<file path="src/rtl/disp_num_seq_pkg.sv">
// Shared constants, state encoding and glyph helpers for the sequential display decoder.
package disp_num_seq_pkg;

    // Active-low {g,f,e,d,c,b,a} patterns
    localparam logic [6:0] SEG_BLANK = 7'h7F;
    localparam logic [6:0] SEG_MINUS = 7'h3F;
    localparam logic [6:0] SEG_E     = 7'h06;

    typedef enum logic [1:0] {
        ST_IDLE = 2'd0,
        ST_CONV = 2'd1,
        ST_FMT  = 2'd2
    } state_t;

    // Nibbles needed to hold 2^width in BCD: ceil(width*log10(2)) + 1
    function automatic int bcd_nibbles(input int width);
        return (width * 30103 + 99999) / 100000 + 1;
    endfunction

    // Decimal glyphs 0-9; any non-BCD code renders blank
    function automatic logic [6:0] dec_glyph(input logic [3:0] d);
        case (d)
            4'd0:    return 7'h40;
            4'd1:    return 7'h79;
            4'd2:    return 7'h24;
            4'd3:    return 7'h30;
            4'd4:    return 7'h19;
            4'd5:    return 7'h12;
            4'd6:    return 7'h02;
            4'd7:    return 7'h78;
            4'd8:    return 7'h00;
            4'd9:    return 7'h10;
            default: return SEG_BLANK;
        endcase
    endfunction

    // Two bits per digit: d always lit, high bit lights f/e, low bit lights b/c
    function automatic logic [6:0] bin_glyph(input logic [1:0] b);
        logic [6:0] seg;
        seg = 7'b1110111;
        if (b[1]) begin
            seg[5] = 1'b0;
            seg[4] = 1'b0;
        end
        if (b[0]) begin
            seg[2] = 1'b0;
            seg[1] = 1'b0;
        end
        return seg;
    endfunction

endpackage

</file>
<file path="src/rtl/disp_num_seq_bcd_digit_to_sseg.sv">
// Single BCD digit to active-low seven-segment pattern.
module bcd_digit_to_sseg
    import disp_num_seq_pkg::*;
(
    input  logic [3:0] bcd_i,
    output logic [6:0] seg_o
);

    assign seg_o = dec_glyph(bcd_i);

endmodule

</file>
<file path="src/rtl/disp_num_seq.sv">
// Sequential display decoder: serial double-dabble for decimal, direct 2-bit glyphs for binary.
module disp_num_seq
    import disp_num_seq_pkg::*;
#(
    parameter int WIDTH  = 8,
    parameter int DIGITS = 4
) (
    input  logic                clk,
    input  logic                reset,
    input  logic [WIDTH-1:0]    x,
    input  logic                mode,
    input  logic                load,
    input  logic                enable,
    output logic [7*DIGITS-1:0] disp,
    output logic                busy,
    output logic                done,
    output logic                ovf
);

    localparam int NB = bcd_nibbles(WIDTH);
    localparam int CW = $clog2(WIDTH + 1);
    localparam int BW = 2 * DIGITS;
    localparam logic [7*DIGITS-1:0] DISP_BLANK = {DIGITS{SEG_BLANK}};

    state_t              state_q, state_d;
    logic [WIDTH-1:0]    mag_q, mag_d;
    logic [4*NB-1:0]     bcd_q, bcd_d;
    logic [CW-1:0]       cnt_q, cnt_d;
    logic                neg_q, neg_d;
    logic                mode_q, mode_d;
    logic [7*DIGITS-1:0] disp_q, disp_d;
    logic                ovf_q, ovf_d;
    logic                done_q, done_d;

    logic [WIDTH-1:0]    abs_x;
    logic [4*NB-1:0]     bcd_adj;
    logic [4*NB-1:0]     bcd_step;
    logic [WIDTH-1:0]    mag_step;
    logic [7*DIGITS-1:0] dec_glyphs;
    logic [7*DIGITS-1:0] dec_disp;
    logic [7*DIGITS-1:0] bin_disp;
    logic [BW-1:0]       bin_bits;
    logic                dec_ovf;
    int                  lead;

    // Most negative input wraps to 2^(WIDTH-1), which still fits as unsigned
    assign abs_x = x[WIDTH-1] ? (~x + WIDTH'(1)) : x;

    // One double-dabble step: add-3 correction, then shift the magnitude MSB into the BCD register
    always_comb begin
        bcd_adj = bcd_q;
        for (int i = 0; i < NB; i++) begin
            if (bcd_q[4*i +: 4] >= 4'd5) begin
                bcd_adj[4*i +: 4] = bcd_q[4*i +: 4] + 4'd3;
            end
        end
        bcd_step = {bcd_adj[4*NB-2:0], mag_q[WIDTH-1]};
        mag_step = {mag_q[WIDTH-2:0], 1'b0};
    end

    // Binary view: bits beyond the input width read as zero
    for (genvar i = 0; i < BW; i++) begin : g_bin_bit
        if (i < WIDTH) begin : g_src
            assign bin_bits[i] = mag_q[i];
        end else begin : g_zero
            assign bin_bits[i] = 1'b0;
        end
    end

    for (genvar k = 0; k < DIGITS; k++) begin : g_digit
        logic [3:0] nib;
        if (k < NB) begin : g_nib
            assign nib = bcd_q[4*k +: 4];
        end else begin : g_pad
            assign nib = 4'd0;
        end

        bcd_digit_to_sseg u_sseg (
            .bcd_i (nib),
            .seg_o (dec_glyphs[7*k +: 7])
        );

        assign bin_disp[7*k +: 7] = bin_glyph(bin_bits[2*k +: 2]);
    end

    // Locate the leading nonzero nibble and lay out glyphs, floating minus and overflow marker
    always_comb begin
        // NOTE: every signal written here gets a default first so no path leaves it unassigned (no latch).
        lead     = 0;
        dec_disp = DISP_BLANK;
        for (int i = 0; i < NB; i++) begin
            if (bcd_q[4*i +: 4] != 4'd0) begin
                lead = i;
            end
        end
        dec_ovf = (lead + 1 + (neg_q ? 1 : 0)) > DIGITS;
        if (dec_ovf) begin
            dec_disp[6:0] = SEG_E;
        end else begin
            for (int k = 0; k < DIGITS; k++) begin
                if (k <= lead) begin
                    dec_disp[7*k +: 7] = dec_glyphs[7*k +: 7];
                end else if (neg_q && (k == lead + 1)) begin
                    dec_disp[7*k +: 7] = SEG_MINUS;
                end
            end
        end
    end

    // Next-state logic: capture on load, WIDTH conversion steps, one formatting cycle
    always_comb begin
        state_d = state_q;
        mag_d   = mag_q;
        bcd_d   = bcd_q;
        cnt_d   = cnt_q;
        neg_d   = neg_q;
        mode_d  = mode_q;
        disp_d  = disp_q;
        ovf_d   = ovf_q;
        done_d  = 1'b0;

        case (state_q)
            ST_IDLE: begin
                if (load) begin
                    mode_d = mode;
                    if (mode) begin
                        mag_d   = x;
                        neg_d   = 1'b0;
                        state_d = ST_FMT;
                    end else begin
                        mag_d   = abs_x;
                        neg_d   = x[WIDTH-1];
                        bcd_d   = '0;
                        cnt_d   = '0;
                        state_d = ST_CONV;
                    end
                end
            end
            ST_CONV: begin
                bcd_d = bcd_step;
                mag_d = mag_step;
                cnt_d = cnt_q + CW'(1);
                if (cnt_q == CW'(WIDTH - 1)) begin
                    state_d = ST_FMT;
                end
            end
            ST_FMT: begin
                disp_d  = mode_q ? bin_disp : dec_disp;
                ovf_d   = mode_q ? 1'b0 : dec_ovf;
                done_d  = 1'b1;
                state_d = ST_IDLE;
            end
            default: begin
                state_d = ST_IDLE;
            end
        endcase
    end

    // State register with synchronous reset that discards any conversion in flight
    always_ff @(posedge clk) begin
        // NOTE: non-blocking assignments so every register samples pre-edge values.
        if (reset) begin
            state_q <= ST_IDLE;
            mag_q   <= '0;
            bcd_q   <= '0;
            cnt_q   <= '0;
            neg_q   <= 1'b0;
            mode_q  <= 1'b0;
            disp_q  <= DISP_BLANK;
            ovf_q   <= 1'b0;
            done_q  <= 1'b0;
        end else begin
            state_q <= state_d;
            mag_q   <= mag_d;
            bcd_q   <= bcd_d;
            cnt_q   <= cnt_d;
            neg_q   <= neg_d;
            mode_q  <= mode_d;
            disp_q  <= disp_d;
            ovf_q   <= ovf_d;
            done_q  <= done_d;
        end
    end

    assign disp = enable ? disp_q : DISP_BLANK;
    assign busy = (state_q != ST_IDLE);
    assign done = done_q;
    assign ovf  = ovf_q;

endmodule

</file>
<file path="config.mk">
export PLATFORM = sky130hd
export DESIGN_NAME = disp_num_seq
export DESIGN_NICKNAME = d
export VERILOG_FILES = /design/src/rtl/disp_num_seq_pkg.sv /design/src/rtl/disp_num_seq_bcd_digit_to_sseg.sv /design/src/rtl/disp_num_seq.sv
export SDC_FILE = /design/constraint.sdc
export NUM_CORES = 1
export LEC_CHECK = 0
export BUFFER_PORTS_ARGS = -buffer_cell sky130_fd_sc_hd__buf_4
export CAP_MARGIN = 25
export CORE_ASPECT_RATIO = 1.4
export CORE_MARGIN = 5
export CORE_UTILIZATION = 54
export DETAILED_ROUTE_END_ITERATION = 10
export PLACE_DENSITY = 0.77
export SKIP_LAST_GASP = 1
export SYNTH_ARGS = -nofsm -noshare
export SYNTH_HDL_FRONTEND = slang
export SYNTH_SLANG_ARGS = --single-unit
export TNS_END_PERCENT = 5
</file>
<file path="constraint.sdc">
create_clock -name clk -period 2.2 [get_ports clk]
set_input_delay 0.33 -clock clk [delete_from_list [all_inputs] [get_ports clk]]
set_output_delay 0.33 -clock clk [all_outputs]
set_load 0.02 [all_outputs]
</file>
---- Yosys cells after proc, flatten, opt, wreduce, memory -nomap -nowiden ----
Memories as Yosys holds them, arrays and structs flattened. A register that Yosys moved wholly into a read port is not among the register bits.
Index checks and enable logic that the tools add are counted.
word-level totals
  flip-flop bits (word level) ............. 62
  ROM bits ................................ 448
  output and inout port bits .............. 31
  word-level logic and storage cells ...... 108
  memories kept ........................... 4
operators by class
  add/sub/neg operators ................... 8
  $lt $le $gt $ge ......................... 9
  equal/unequal tests ..................... 9
  mux-type cells .......................... 53
  bitwise operators ....................... 1
  reduce and logical (&&, ||, !) cells .... 15
memory list
  name             depth  width  read ports  clocked after Yosys merged registers in  wr ports  RTL line                RTL
  (no name shown)  16     7      1           1                                        0         disp_num_seq_pkg.sv:22  case (d)
  (no name shown)  16     7      1           1                                        0         disp_num_seq_pkg.sv:22
  (no name shown)  16     7      1           1                                        0         disp_num_seq_pkg.sv:22
  (no name shown)  16     7      1           1                                        0         disp_num_seq_pkg.sv:22
operators by type and width
  cell                                                                count
  equality test 3 x 32 -> 1 bit (first input constant)                2
  <= comparator 3 x 32 -> 1 bit (first input constant)                2
  2-to-1 mux 32 bit                                                   2
  2-to-1 mux 7 bit                                                    9
  2-to-1 mux 28 bit                                                   2
  2-to-1 mux 4 bit                                                    13
  adder 32 x 2 -> 32 bit                                              1
  adder 32 x 2 -> 32 bit (second input constant)                      1
  equality test 2 x 32 -> 1 bit (first input constant)                1
  > comparator 32 x 4 -> 1 bit (second input constant)                1
  <= comparator 1 x 32 -> 1 bit (first input constant)                1
  <= comparator 2 x 32 -> 1 bit (first input constant)                1
  logical NOT 32 bit                                                  1
  2-to-1 mux 16 bit                                                   2
  case mux 16 bit (2 select lines)                                    1
  2-to-1 mux 8 bit                                                    3
  2-to-1 mux 2 bit                                                    11
  2-to-1 mux 21 bit                                                   1
  greater-or-equal comparator 4 x 3 -> 1 bit (second input constant)  4
  case mux 8 bit (2 select lines)                                     1
  adder 4 x 2 -> 4 bit (second input constant)                        3
  nonzero test 4 bit                                                  3
  adder 8 x 1 -> 8 bit (second input constant)                        1
  NOT 8 bit                                                           1
  other kinds (15)                                                    27

---- Logic depth before layout (Yosys ltp) ----
  depth in word-level cells ............... 11
  depth in mapped cells ................... 12

---- Modules after synthesis ----
A second synthesis with hierarchy kept.
second synthesis, totals
  cell total of the unflattened synthesis .. 523
  area total of the unflattened synthesis .. 4041.4 um^2
by module, submodules not included
  module                                      times used  cells each  area an instance (um^2)  seq. area each (um^2)
  disp_num_seq                                1           393         3210.6                   1241.2
  bcd_digit_to_sseg at g_digit[1].u_sseg ...  3           33          210.2                    0.0
  bcd_digit_to_sseg at g_digit[0].u_sseg      1           31          200.2                    0.0

---- Worst setup path after synthesis ----
Ideal clock, no wire load.
  path kind ............................... reg2reg
  start point ............................. reg bcd_q[13]
  end point ............................... reg g_digit[3].u_sseg.seg_o[4] (netlist name)
  setup time .............................. 91 ps
  arrival ................................. 2300 ps
  required time ........................... 2109 ps
  slack ................................... -191 ps
  stages on the path, launching flop included .. 13
  clock period less this slack ............ 2391 ps
  cell sequence ........................... dfxtp_1 inv_1 ha_1 nand2b_1 a21o_1 xnor2_1 o22ai_1 and2_1 inv_1 ha_1 o21ai_0 a21oi_1 a311oi_1
on the way
  cells in the longest elaborated chain, start to end .. 5
  elaborated cells between the ends (all ways) .. 6
  classes of those cells .................. 1 x add/sub; 1 x order compare; 4 x mux
ends and longest elaborated chain
  what                                                                                RTL line                                RTL
  start, declared                                                                     disp_num_seq.sv:27                      logic [4*NB-1:0] bcd_q, bcd_d;
  start signal, assigned                                                              disp_num_seq.sv:165                     bcd_q <= '0;
  start signal, assigned                                                              disp_num_seq.sv:175                     bcd_q <= bcd_d;
  greater-or-equal comparator 4 x 3 -> 1 bit or adder 3 x 2 -> 3 bit (tied branches)  disp_num_seq.sv:53, disp_num_seq.sv:54
  2-to-1 mux 3 bit                                                                    disp_num_seq.sv:53                      if (bcd_q[4*i +: 4] >= 4'd5) begin
  case mux 16 bit (2 select lines)                                                    disp_num_seq.sv:122                     case (state_q)
  2-to-1 mux 4 bit (no source line) (*) (2 in a row)                                  --
Mark *: on every way between the ends. The rest lies on a longest branch, timed or not.
A chain may end at the register's enable or synchronous reset.

---- Final worst setup path ----
  start point ............................. reg bcd_q[5]
  end point ............................... reg g_digit[1].u_sseg.seg_o[3] (netlist name)
on the way
  cells in the longest elaborated chain, start to end .. 5
  elaborated cells between the ends (all ways) .. 6
  classes of those cells .................. 1 x add/sub; 1 x order compare; 4 x mux
ends and longest elaborated chain
  what                                                                                RTL line
  adder 4 x 2 -> 4 bit or greater-or-equal comparator 4 x 3 -> 1 bit (tied branches)  disp_num_seq.sv:54, disp_num_seq.sv:53
  2-to-1 mux 4 bit                                                                    disp_num_seq.sv:53
  case mux 16 bit (2 select lines)                                                    disp_num_seq.sv:122
  2-to-1 mux 4 bit (no source line) (*) (2 in a row)                                  --
Marked as above.

==> results.json <==
{
  "synth-seq-area-share": 0.385,
  "synth_area_leader_cell": "sky130_fd_sc_hd__dfxtp_1",
  "detailed_place_hpwl_um": 8690,
  "detailed_router_iteration_count_before_antenna_repair": 6,
  "io-pin-count": 44,
  "synthesis.area_per_instance_um2": 8.36,
  "violations": "setup timing",
  "postLayoutCellArea_mm2": 0.00592,
  "initial_antenna_violation_count": 0,
  "numPortBuffers": 43,
  "clock_tree_from_tritoncts": "yes",
  "layout_commonest_cell": "sky130_fd_sc_hd__buf_4",
  "placed_area_mm2": 0.00537,
  "tritoncts.num_buffers": 9,
  "route.detailed.vias_per_inst": 5.89,
  "design.final.nets": 683,
  "num_rows": 40,
  "cts_buffer_depth": 2,
  "grt_start_max_net_pins": 29,
  "required_worst_endpoint_ns": 2.44,
  "dr_total_vias": 4415,
  "criticalPathCategory": "flip-flop to flip-flop",
  "total_leakage_power_nw": 2.47,
  "wire_length_of_the_first_global_routing_pass_um": 19600,
  "synth.net_count": 602,
  "post-place-cells": 724,
  "outcome": "complete, but fails checks",
  "dp_slack_ns": -0.102,
  "pwr-share-seq": 0.469,
  "net-switching-power_uw": 935,
  "routed_wire_length_per_instance_um": 16.5,
  "timing.fmax_ghz": 0.449,
  "synthArstFlopShare": 0,
  "fp.dieW_um": 88.6,
  "number_of_enable_type_register_cells_in_the_synthesized_netlist": 0,
  "areaGrowthSynthToFinish_pct": 26.7,
  "postCtsHoldBufs": 0,
  "critical_path.max_stage_delay_ns": 0.33,
  "initial_core_util": 0.549,
  "antenna_cells": 0,
  "root_buffer": "sky130_fd_sc_hd__clkbuf_16",
  "period_share": 1.01,
  "netlist_top_cells_area": "sky130_fd_sc_hd__dfxtp_1 (39%), sky130_fd_sc_hd__ha_1 (8.0%), sky130_fd_sc_hd__nor2_1 (6.4%)",
  "floorplan.core_area_mm2": 0.00851,
  "die_area_mm2": 0.0106,
  "crit_path_start_kind": "flip-flop",
  "relSlewSlack": 0.447,
  "drive_above_1_share": 0.273,
  "intPower_mw": 2.72,
  "cp_common_cell": "sky130_fd_sc_hd__ha_1",
  "crit_slowest_cell": "sky130_fd_sc_hd__dfxtp_1",
  "final_weighted_congestion_in_routability_driven_placement": 0.901,
  "stdcell_count": 750,
  "max_cap_violations": 0,
  "power_density_mw_per_mm2": 617,
  "share_comb_of_total_power": 0.109,
  "synth_top_flop_cell": "sky130_fd_sc_hd__dfxtp_1",
  "drt-total-wl_um": 12400,
  "later_pin_clock_latency_in_the_skew_report_ns": 0.34,
  "report.final.hold_viol_count": 0,
  "final.hold.worst_slack_ns": 0.249,
  "globalRoute.totalOverflow": 0,
  "min_path_type": "primary input to flip-flop",
  "path_clk_slew_ns": 0.07,
  "worstPathMaxFanout": 3,
  "arrival_time_of_data_at_the_critical_path_endpoint_ns": 2.47,
  "postSynthRegisterBits": 90,
  "netlist.area_leader.share": 0.385,
  "cts.sinks": 90,
  "timing_max_transition_violations_final": 0,
  "yosys.cell_types.count": 57,
  "synth_area_mm2": 0.00467,
  "global_route.usage.total": 0.231,
  "max-vdd-ir-drop_uv": 539,
  "crit_chain": "inv_1 -> ha_1 -> nand2b_1 -> a21o_1 -> xnor2_2 -> a22oi_2 -> nor2_2 -> buf_4 -> inv_2 -> ha_1 -> and2b_1 -> nor3_1",
  "final.setup_skew_ns": 0.00747,
  "setup_repair_after_global_routing_missed_its_margin": "true",
  "die_height_um": 120,
  "drtIter0Drc": 308,
  "synthCells": 559,
  "setup_viol_count_final": 1,
  "grt_pass1_vias": 4151,
  "yosys_warn_count": 0,
  "max_slew.worst_pin.slew_ns": 0.827,
  "period_minus_slack_ns": 2.23,
  "remaining_drc_errors": 0,
  "finalCoreUtilization": 0.696,
  "power.share.switching": 0.256,
  "antenna_violating_nets_post_route": 0,
  "ctsHtreeMaxLevel": 3,
  "layout.cells.most_common_list": "sky130_fd_sc_hd__buf_4 (97), sky130_fd_sc_hd__dfxtp_1 (84), sky130_fd_sc_hd__nor2_1 (75)",
  "postLayoutSetupSlackWorst_ns": -0.0295,
  "worstSetupEndpointType": "flip-flop",
  "power_share_of_the_clock_group": 0.423
}
-- layer usage --
metal,share of wire,GRT usage,up-vias,routed length [um]
met1,0.40,0.281,2076,4970
met3,0.061,0.0419,30,759
met5,0,0,-,0
met2,0.51,0.396,179,6310
met4,0.030,0.0898,0,371
li1,-,-,2130,-
-- per-stage QoR --
step / TNS (ns) / power (mW)
final: -0.0295 / 3.65
after floorplan: -0.0835 / 1.98
after detailed placement: -0.362 / 2.13
after global placement: -0.0423 / 2.12
after global routing: -1.55 / 3.78
after CTS: -0.0797 / 3.64
-- synth_stat cells (all sizes together) (5+ instances only) --
master / number
o22ai: 7
a222oi: 6
buf: 10
a21oi: 25
clkbuf: 19
nor3: 13
nand2b: 39
xor2: 5
o21ai: 36
a31oi: 5
a211oi: 13
a22oi: 10
dfxtp: 90
xnor2: 8
a311oi: 8
ha: 30
nand2: 39
inv: 27
nand3: 15
nor2: 81
a21o: 8
nor4: 9
and2: 8
nor2b: 6
-- layout make-up --
class	count	area (um2)
fillers	650	2580
clock buffers	10	229
repair buffers	99	759
flip-flops and latches	90	1810
multi-input cells	413	2820
well taps	105	131
inverters	27	104
clock inverters	6	65.1
-- flip-flops by register name, summed over array words and instances, names as in the netlist --
register	count
disp_q	28
mode_q	1
cnt_q	4
g_digit.u_sseg.seg_o	28
neg_q	1
bin_bits	8
ovf	1
bcd_q	16
state_q	2
done	1
-- repair_timing --
action / 4_1_cts / 5_1_grt
cloned: 0 / 0
gates resized for setup: 17 / 34
setup buffers: 2 / 8
endpoints found under the hold margin: 0 / 0
pin swaps: 8 / 16
endpoints found under the setup margin: 14 / 25
-- power by group through the flow --
stage	logic, mW	clock network, mW	registers [mW]
2_1_floorplan	0.248	0	1.73
3_5_place_dp	0.382	0	1.75
4_1_cts	0.387	1.54	1.71
6_report	0.396	1.54	1.71
5_1_grt	0.432	1.64	1.72
3_3_place_gp	0.374	0	1.75
-- final timing paths --
check                           depth (start not counted)                          to                        from  slack (ns)
worst max-delay path                                   12  g_digit[1].u_sseg.seg_o[3]                    bcd_q[5]       -0.03
worst min-delay path                                    3                 bin_bits[0]                        x[0]        0.25
worst max register to register                         12  g_digit[1].u_sseg.seg_o[3]                    bcd_q[5]       -0.03
worst min register to register                          2                   disp_q[3]  g_digit[0].u_sseg.seg_o[3]        0.44
-- critical path, delay by kind of cell, from the launching register on --
kind                     cells  cell delay, ns
flip-flops                   1            0.33
XOR/XNOR                     1            0.15
AND/OR/NAND/NOR              4            0.67
AO/OA/AOI/OAI                2            0.40
buffers and inverters        3            0.27
adder cells (fa/ha/maj)      2            0.31
-- logic make-up after synthesis --
family	count (synthesis)	synth area share
compound gates	142	0.213
xor+xnor	13	0.0244
fa+ha+maj	30	0.0803
buf+inv	56	0.0506
flops	90	0.385
mux	3	0.00696
simple gates	225	0.240
Power figures use the tool's default switching activity.
